==> src/rtl/switch_pkg.sv <==
//==============================================================================
// Module   : switch_pkg
// Brief    : Shared constants and enumerations for the 4-port switch ingress.
// Revision : 1.0 - initial release
//==============================================================================
`default_nettype none

package switch_pkg;

    localparam int DATA_W    = 8;
    localparam int NUM_PORTS = 4;
    localparam int MIN_PKT   = 4;
    localparam int PORT_W    = $clog2(NUM_PORTS);
    localparam int CNT_W     = $clog2(MIN_PKT + 1);

    typedef enum logic [1:0] {
        IDLE = 2'd0,
        FWD  = 2'd1,
        DROP = 2'd2
    } ingress_state_e;

    typedef enum logic [1:0] {
        NONE     = 2'd0,
        NO_MATCH = 2'd1,
        Q_FULL   = 2'd2,
        PARTIAL  = 2'd3
    } drop_cause_e;

endpackage

`default_nettype wire

==> src/rtl/switch_addr_match.sv <==
//==============================================================================
// Module   : switch_addr_match
// Brief    : Combinational DA compare against the port address registers with
//            lowest-index priority resolution.
// Revision : 1.0 - initial release
//==============================================================================
`default_nettype none

module switch_addr_match
    import switch_pkg::*;
(
    input  logic [DATA_W-1:0]                  i_da,
    input  logic [NUM_PORTS-1:0][DATA_W-1:0]   i_addr,
    output logic [NUM_PORTS-1:0]               o_hit_vec,
    output logic                               o_hit,
    output logic [PORT_W-1:0]                  o_hit_idx
);

    logic [NUM_PORTS-1:0] w_eq;

    generate
        for (genvar g = 0; g < NUM_PORTS; g++) begin : g_cmp
            assign w_eq[g] = (i_addr[g] == i_da);
        end
    endgenerate

    // Scan from the top so the lowest matching index is the last one written.
    always_comb begin
        o_hit_vec = '0;
        o_hit_idx = '0;
        for (int i = NUM_PORTS - 1; i >= 0; i--) begin
            if (w_eq[i]) begin
                o_hit_vec    = '0;
                o_hit_vec[i] = 1'b1;
                o_hit_idx    = PORT_W'(i);
            end
        end
    end

    assign o_hit = |w_eq;

endmodule

`default_nettype wire

==> src/rtl/switch_ingress_ctrl.sv <==
//==============================================================================
// Module   : switch_ingress_ctrl
// Brief    : Ingress controller: port address registers, packet parse, DA match
//            and steering into one output queue or drop.
//            Optional macro SWITCH_PARITY_CHECK_EN adds an XOR parity check.
// Revision : 1.0 - initial release
//==============================================================================
`default_nettype none

module switch_ingress_ctrl
    import switch_pkg::*;
(
    input  logic                  clock,
    input  logic                  reset_n,
    input  logic                  mem_en,
    input  logic                  mem_rd_wr,
    input  logic [PORT_W-1:0]     mem_add,
    input  logic [DATA_W-1:0]     mem_data,
    output logic [DATA_W-1:0]     mem_rdata,
    input  logic [DATA_W-1:0]     data,
    input  logic                  data_status,
    input  logic [NUM_PORTS-1:0]  q_space_ok,
    output logic [NUM_PORTS-1:0]  q_wr_en,
    output logic [DATA_W-1:0]     q_wr_data,
    output logic                  q_sop,
    output logic                  q_eop,
    output logic                  q_bad,
    output logic                  pkt_drop,
    output logic [1:0]            drop_cause
);

    logic [NUM_PORTS-1:0][DATA_W-1:0] r_addr;
    logic [DATA_W-1:0]                r_mem_rdata;

    ingress_state_e                   r_state;
    ingress_state_e                   w_state_nxt;
    drop_cause_e                      r_cause;
    drop_cause_e                      w_cause_nxt;
    logic                             w_load_cause;

    logic                             r_armed;
    logic                             r_prev_ds;
    logic                             w_sop;
    logic                             w_accept;

    logic [NUM_PORTS-1:0]             w_hit_vec;
    logic                             w_hit;
    logic [PORT_W-1:0]                w_hit_idx;

    logic [NUM_PORTS-1:0]             r_dest;
    logic [NUM_PORTS-1:0]             r_wr_en;
    logic [DATA_W-1:0]                r_wr_data;
    logic                             r_sop;
    logic                             r_valid;
    logic [CNT_W-1:0]                 r_cnt;
    logic                             w_par_bad;

    // Address registers; reads see the value before a same-cycle write.
    always_ff @(posedge clock or negedge reset_n) begin
        if (!reset_n) begin
            for (int i = 0; i < NUM_PORTS; i++) begin
                r_addr[i] <= DATA_W'(i);
            end
            r_mem_rdata <= '0;
        end else if (mem_en) begin
            if (mem_rd_wr) begin
                r_addr[mem_add] <= mem_data;
            end else begin
                r_mem_rdata <= r_addr[mem_add];
            end
        end
    end

    assign mem_rdata = r_mem_rdata;

    switch_addr_match u_match (
        .i_da      (data),
        .i_addr    (r_addr),
        .o_hit_vec (w_hit_vec),
        .o_hit     (w_hit),
        .o_hit_idx (w_hit_idx)
    );

    assign w_sop = data_status & ~r_prev_ds & r_armed;

    always_comb begin
        w_state_nxt  = r_state;
        w_accept     = 1'b0;
        w_load_cause = 1'b0;
        w_cause_nxt  = NONE;
        case (r_state)
            IDLE: begin
                // Unarmed with data present means a packet straddled reset.
                if (!r_armed && data_status) begin
                    w_state_nxt  = DROP;
                    w_load_cause = 1'b1;
                    w_cause_nxt  = PARTIAL;
                end else if (w_sop) begin
                    if (!w_hit) begin
                        w_state_nxt  = DROP;
                        w_load_cause = 1'b1;
                        w_cause_nxt  = NO_MATCH;
                    end else if (!q_space_ok[w_hit_idx]) begin
                        w_state_nxt  = DROP;
                        w_load_cause = 1'b1;
                        w_cause_nxt  = Q_FULL;
                    end else begin
                        w_state_nxt = FWD;
                        w_accept    = 1'b1;
                    end
                end
            end
            FWD: begin
                if (data_status) begin
                    w_accept = 1'b1;
                end else begin
                    w_state_nxt = IDLE;
                end
            end
            DROP: begin
                if (!data_status) begin
                    w_state_nxt = IDLE;
                end
            end
            default: w_state_nxt = IDLE;
        endcase
    end

    always_ff @(posedge clock or negedge reset_n) begin
        if (!reset_n) begin
            r_state   <= IDLE;
            r_cause   <= NONE;
            r_armed   <= 1'b0;
            r_prev_ds <= 1'b0;
        end else begin
            r_state   <= w_state_nxt;
            r_armed   <= r_armed | ~data_status;
            r_prev_ds <= data_status;
            if (w_load_cause) begin
                r_cause <= w_cause_nxt;
            end
        end
    end

    // One-cycle forwarding pipeline plus length counter.
    always_ff @(posedge clock or negedge reset_n) begin
        if (!reset_n) begin
            r_dest    <= '0;
            r_wr_en   <= '0;
            r_wr_data <= '0;
            r_sop     <= 1'b0;
            r_valid   <= 1'b0;
            r_cnt     <= '0;
        end else begin
            r_valid <= w_accept;
            r_sop   <= w_accept & (r_state == IDLE);
            if (w_accept) begin
                r_wr_data <= data;
                if (r_state == IDLE) begin
                    r_dest  <= w_hit_vec;
                    r_wr_en <= w_hit_vec;
                    r_cnt   <= CNT_W'(1);
                end else begin
                    r_wr_en <= r_dest;
                    if (r_cnt != CNT_W'(MIN_PKT)) begin
                        r_cnt <= r_cnt + CNT_W'(1);
                    end
                end
            end else begin
                r_wr_en <= '0;
            end
        end
    end

`ifdef SWITCH_PARITY_CHECK_EN
    logic [DATA_W-1:0] r_par;

    always_ff @(posedge clock or negedge reset_n) begin
        if (!reset_n) begin
            r_par <= '0;
        end else if (w_accept) begin
            r_par <= (r_state == IDLE) ? data : (r_par ^ data);
        end
    end

    assign w_par_bad = |r_par;
`else
    assign w_par_bad = 1'b0;
`endif

    assign q_wr_en    = r_wr_en;
    assign q_wr_data  = r_wr_data;
    assign q_sop      = r_sop;
    assign q_eop      = r_valid & ~data_status;
    assign q_bad      = q_eop & ((r_cnt < CNT_W'(MIN_PKT)) | w_par_bad);
    assign pkt_drop   = (r_state == DROP) & ~data_status;
    assign drop_cause = pkt_drop ? r_cause : NONE;

endmodule

`default_nettype wire
==> config.mk <==
export PLATFORM = sky130hd
export DESIGN_NAME = switch_ingress_ctrl
export DESIGN_NICKNAME = d
export VERILOG_FILES = /design/src/rtl/switch_pkg.sv /design/src/rtl/switch_addr_match.sv /design/src/rtl/switch_ingress_ctrl.sv
export SDC_FILE = /design/constraint.sdc
export NUM_CORES = 1
export LEC_CHECK = 0
export BUFFER_PORTS_ARGS = -buffer_cell sky130_fd_sc_hd__buf_2
export CELL_PAD_IN_SITES_DETAIL_PLACEMENT = 1
export CELL_PAD_IN_SITES_GLOBAL_PLACEMENT = 2
export CORE_AREA = 2 2 98 100
export DETAILED_ROUTE_END_ITERATION = 6
export DIE_AREA = 0 0 100 102
export HOLD_SLACK_MARGIN = 0.15
export MAX_ROUTING_LAYER = met4
export PLACE_DENSITY_LB_ADDON = 0.1
export SLEW_MARGIN = 20
export SYNTH_ARGS = -nofsm -noshare
export SYNTH_HDL_FRONTEND = slang
export SYNTH_HIERARCHICAL = 1
export SYNTH_SLANG_ARGS = --single-unit
export TNS_END_PERCENT = 1
==> constraint.sdc <==
create_clock -name clock -period 3.3 [get_ports clock]
set_input_delay 0.99 -clock clock [delete_from_list [all_inputs] [get_ports clock]]
set_output_delay 0.99 -clock clock [all_outputs]
set_load 0.02 [all_outputs]
Yosys cells after proc, flatten, opt, wreduce, memory -nomap -nowiden
Cells that the tools add are included.

Output and inout bits: 26. Input port bits: 27. Word-level logic and storage cells: 92. Register bits after elaboration: 67.

$lt $le $gt $ge: 4. Eq/ne operators: 9. Bitwise operators: 10. $add $sub $neg: 1. Muxes and demuxes: 42. Reductions and logical operators: 11.

Operators by type and width (count): $bwmux W32 (1); $eq A8 B8 Y1 (4); $mux W2 (15); $mux W4 (6); $bmux W8 S2 (1); $demux W8 S2 (1); $mux W8 (2); $mux W1 (11); $reduce_and A2 Y1 (4); $and A1 B1 Y1 (6); $lt A2 B3 Y1 const B (2); $mux W3 (2); $ne A3 B3 Y1 const B (2); $pmux W2 S2 (1); $reduce_or A4 Y1 (1); $add A3 B1 Y3 const B (1); $lt A3 B3 Y1 const B (1); $not A1 Y1 (3); $bmux W1 S2 (1); $eq A2 B1 Y1 const B (1); $eq A2 B2 Y1 const B (1); $ge A2 B1 Y1 const B (1); $logic_and A1 B1 Y1 (2); $logic_not A2 Y1 (1); 6 further kinds (6).

Logic depth before layout (Yosys ltp)
Word-level depth: 13. Mapped depth: 8. Depth with buffers taken out: 7.

By module
Netlist, hierarchy kept.

Modules (own cells, without submodules): switch_ingress_ctrl (cells each 206, seq. area each 1681.6 um^2, area an instance 3034.2 um^2, instances 1); switch_addr_match (cells each 52, seq. area each 0.0 um^2, area an instance 431.7 um^2, instances 1).

Least setup slack after synthesis
No wires, ideal clock.

Path type: input -> register. Start point: input data[7]. End point: register r_wr_data[4], in the netlist q_wr_data[4]. Data arrival time: 3102 ps. Setup time: 125 ps. Stages on the path: 8. Data required time: 3175 ps. Setup slack: 73 ps. Buffers on the path: 1. Cells stage by stage: xor2_1 nor4_4 o211ai_1 a21oi_1 mux4_2 a31oi_4 buf_6 mux2_4.

Word-level cells in the longest chain between the ends: 12. Elaborated cells on any way between the ends: 16. Those cells by class: 4 x eq/ne; 11 x mux; 1 x reduce/logical.

RTL lines: start: declaration (RTL line switch_ingress_ctrl.sv:20) `input logic [DATA_W-1:0] data,`; $eq A8 B8 Y1 (RTL line switch_addr_match.sv:23) `assign w_eq[g] = (i_addr[g] == i_da);`; $mux W2 (3 in series) (RTL line switch_addr_match.sv:32) `if (w_eq[i]) begin`; $mux W2 (*) (RTL line switch_addr_match.sv:32); via w_hit_idx[0] (RTL line switch_ingress_ctrl.sv:48) `logic [PORT_W-1:0] w_hit_idx;`; $bmux W1 S2 (*) (RTL line switch_ingress_ctrl.sv:103) `end else if (!q_space_ok[w_hit_idx]) begin`; $mux W1 (implied by the code) (*) (RTL line switch_ingress_ctrl.sv:103); $mux W1 (*) (RTL line switch_ingress_ctrl.sv:103); $mux W1 (*) (RTL line switch_ingress_ctrl.sv:99) `if (!w_hit) begin`; $mux W1 (*) (RTL line switch_ingress_ctrl.sv:98) `end else if (w_sop) begin`; $mux W1 (*) (RTL line switch_ingress_ctrl.sv:94) `if (!r_armed && data_status) begin`; $pmux W1 S2 (*) (RTL line switch_ingress_ctrl.sv:91) `case (r_state)`; end signal: assignment (RTL line switch_ingress_ctrl.sv:158) `r_wr_data <= data;`; end: declaration (RTL line switch_ingress_ctrl.sv:52) `logic [DATA_W-1:0] r_wr_data;`.

Mark *: on every way through the listed nets, which the timed path passes. The rest lies on a longest branch. The select of a mux whose other input is x is not followed. A chain may end at the register's enable or synchronous reset.

Worst setup path in the final report
Start point: input data[6]. End point: register r_wr_data[2], in the netlist q_wr_data[2].

Same word-level chain as after synthesis.

==> results.tsv <==
stage	metric	value	unit
yosys	synth_top_family_by_area	multiplexers	
yosys	synth_area_leaders	dfrtp_1 45%, mux2_2 16%, mux4_2 5.8%	
placement	gp_congestion	0.7882	
die	initial_core_util	38.05	%
power	pwr-share-seq	44.8	%
clock_network	clock-sinks	67	
clock_network	cts_tree	done	
power	p_comb_share	28.4	%
timing	drv_slew	0	
critical_path	cp-end-kind	register	
routing	dr.pass1.iters	4	
timing	fin_skew	7.403	ps
final_layout	seqCellArea	1682	sq um
routing	route.vias.total	2343	
grt	antenna_found_initial	0	
final_layout	layout-drive-gt1-share	49.42	%
critical_path	critical_path_class	input port to register	
power	internal_power	0.001722	W
die	ios	53	
grt	grt_pass1_vias	2499	
final_layout	utilization	46.58	%
yosys	synthMuxAreaShare	24.33	%
placement	io_buffers	52	
power	ir_worst_vdd	0.0002902	V
clock_network	h-tree-depth	3	
yosys	ys_types	45	
routing	final_antenna_net_count	0	
min_path	hold_path_class	register to register	
grt	grt_usage	18.40	%
clock_network	cts_root_buffer	clkbuf_8	
run	maxCapViolCount	0	
grt	grt_pass1_wl	13.59	mm
timing	rsz0062_at_grt	false	
die	die_w	100	microns
yosys	syn_avg_cell_area	13.43	sq um
yosys	synth-compound-area-share	6.245	%
critical_path	critPathMaxFanout	6	
yosys	synth_top_area_share	45.49	%
power	p_leak	1.980	nW
routing	routed_wl	8.354	mm
routing	drt_iter0_markers	53	
yosys	synth_simple_gate_area_share	8.736	%
final_layout	fillers	989	
yosys	synth_most_common_cell	dfrtp_1	
yosys	ys_ff_latch	67	
yosys	ys_async_sr_fraction	100.0	%
grt	grt_overflow	0	
final_layout	antenna_cells	0	
die	core-area	9109	sq um
final_layout	area_growth	22.42	%
critical_path	cp-start-kind	input port	
yosys	ys_warn_count	6	
critical_path	arrival	3390	ps
timing	hold_viol_final	0	
yosys	synth_xor_area_share	8.087	%
clock_network	clk_latency	340	ps
die	dieArea	10200	sq um
final_layout	layout.nets	373	
yosys	synth_flop_cell	dfrtp_1	
clock_network	clk_pin_slew	70	ps
timing	finalSetupViolCount	0	
yosys	yosysSeqAreaShare	48.52	%
clock_network	clock_path_buffers	2	
timing	fmax	316.5	MHz
timing	timing.final.crit_share	95.75	%
clock_network	cts-hold-fix-buffers	0	
yosys	syn_area	3466	sq um
timing	period_minus_slack	3160	ps
yosys	syn_inst	258	
power	power.net_switching	0.0008115	W
power	total_power	0.002534	W
timing	worst_pin_slew	627.1	ps
die	die_h	102	microns
power	pwr_density_cell	597.2	nW/um^2
critical_path	cp.required	3530	ps
critical_path	rrSetupSlack	530	ps
routing	via_per_inst	5.127	
power	p_clk_share	26.9	%
power	p_sw_share	32.03	%
yosys	ys_top_cells_by_count	63 x dfrtp_1, 48 x mux2_2, 16 x xnor2_1, 16 x xor2_1, 11 x inv_1	
final_layout	multi_input_area	1712	sq um
outcome	status	completed	
placement	dp_hpwl	6.265	mm
routing	drc	0	
clock_network	cts_made_buffers	9	
yosys	synth_edf_count	0	
die	rows	35	
yosys	yosys.area.top_type	dfrtp_1	
yosys	syn_nets	290	
yosys	yosys.area_share.adder	1.805	%
routing	post_drt_wl_per_cell	18.28	microns
grt	grt_max_degree	43	
timing	max_slew_margin	57.97	%
## logic make-up (layout without fill, tap and decap cells)
family,count (synthesis),count (layout)
buf+inv,18,106
simple gates,47,47
compound gates,24,24
mux,65,65
xor+xnor,32,32
fa+ha+maj,5,5
flops,67,67
## placed cells by master (no fill, tap or decap), types with 2 or more instances in the layout
cell type  count
a21boi_0       3
a21oi_1        5
a22o_1         2
and2_1         4
and4b_1        2
buf_2         52
buf_4         26
clkbuf_8      10
clkinv_2       3
dfrtp_1       63
dfstp_2        4
ha_1           5
inv_1         11
mux2_2        48
mux2_4         4
mux2i_1        4
mux4_2         9
nand2_1        9
nand4_1        5
nand4b_1       3
nor2_1         8
nor2b_1        4
nor3_1         2
nor4_4         2
o31ai_1        2
xnor2_1       16
xor2_1        16
## routing by layer
metal / GRT usage [%] / up-vias / part of all wire [%]
li1: - / 1105 / -
met1: 24.57 / 1176 / 47
met2: 28.64 / 52 / 47
met3: 2.736 / 10 / 4.2
met4: 6.955 / 0 / 1.7
met5: - / - / 0
## cell type report
| cell class | instances | share of cell area, % |
|---|---|---|
| Inverter | 11 | 0.9732 |
| Timing Repair Buffer | 79 | 11.21 |
| Clock inverter | 5 | 1.239 |
| Sequential cell | 67 | 39.63 |
| Multi-Input combinational cell | 173 | 40.34 |
| Clock buffer | 11 | 3.332 |
| Tap cell | 111 | 3.273 |
## path summary, 6_finish.rpt
| check | endpoint | depth (start not counted) | startpoint |
|---|---|---|---|
| setup / recovery | q_wr_data[2]$_DFFE_PN0P_ | 10 | data[6] |
| hold / removal | r_cause[0]$_DFFE_PN0P_ | 1 | r_cause[0]$_DFFE_PN0P_ |
| setup reg to reg | q_wr_data[2]$_DFFE_PN0P_ | 8 | r_addr[25]$_DFFE_PN1P_ |
| hold reg to reg | r_cause[0]$_DFFE_PN0P_ | 1 | r_cause[0]$_DFFE_PN0P_ |
| max in group asynchronous | r_addr[24]$_DFFE_PN1P_ | 2 | reset_n |
| min in group asynchronous | q_wr_en[1]$_DFF_PN0_ | 1 | reset_n |
## registers in the layout, indices dropped and copies added, names as in the netlist, 2 cells and up
register   flops
r_cause        2
r_dest         4
r_state        2
r_cnt          3
q_wr_en        4
mem_rdata      8
r_addr        32
q_wr_data      8
## power groups by stage
stage | Sequential (W) | Clock [W] | Combinational, W
2_1_floorplan | 0.00119 | 0 | 0.000430
3_3_place_gp | 0.00115 | 0 | 0.000719
3_5_place_dp | 0.00115 | 0 | 0.000727
4_1_cts | 0.00114 | 0.000711 | 0.000730
5_1_grt | 0.00116 | 0.000752 | 0.000787
6_report | 0.00113 | 0.000681 | 0.000719
## critical path: stages
cell and delay (ps):
buf_2 130, xor2_1 190, nor4_2 310, buf_4 170, nand2_1 60, a21oi_1 200
mux4_2 610, a31oi_4 200, buf_4 180, mux2_2 340
## through the flow
step / instance area (sq um) / hold WS [ps] / setup TNS (ps) / worst slack, ps / std cells
4_1_cts: 4237 / 502.2 / 0 / 59.87 / 457
2_1_floorplan: 3466 / 457.7 / 0 / 72.84 / 258
6_report: 4243 / 503.2 / 0 / 140.4 / 457
5_1_grt: 4243 / 523.2 / 0 / 71.66 / 457
3_3_place_gp: 4043 / 486.4 / -2397 / -182.2 / 441
3_5_place_dp: 4043 / 484.7 / -4693 / -308.0 / 441
## timing repair
action	in CTS	in global routing
endpoints found under the setup margin	0	9
resized for setup	0	1
setup buffers	0	0
Note: power is estimated with default switching activity, not from simulation.
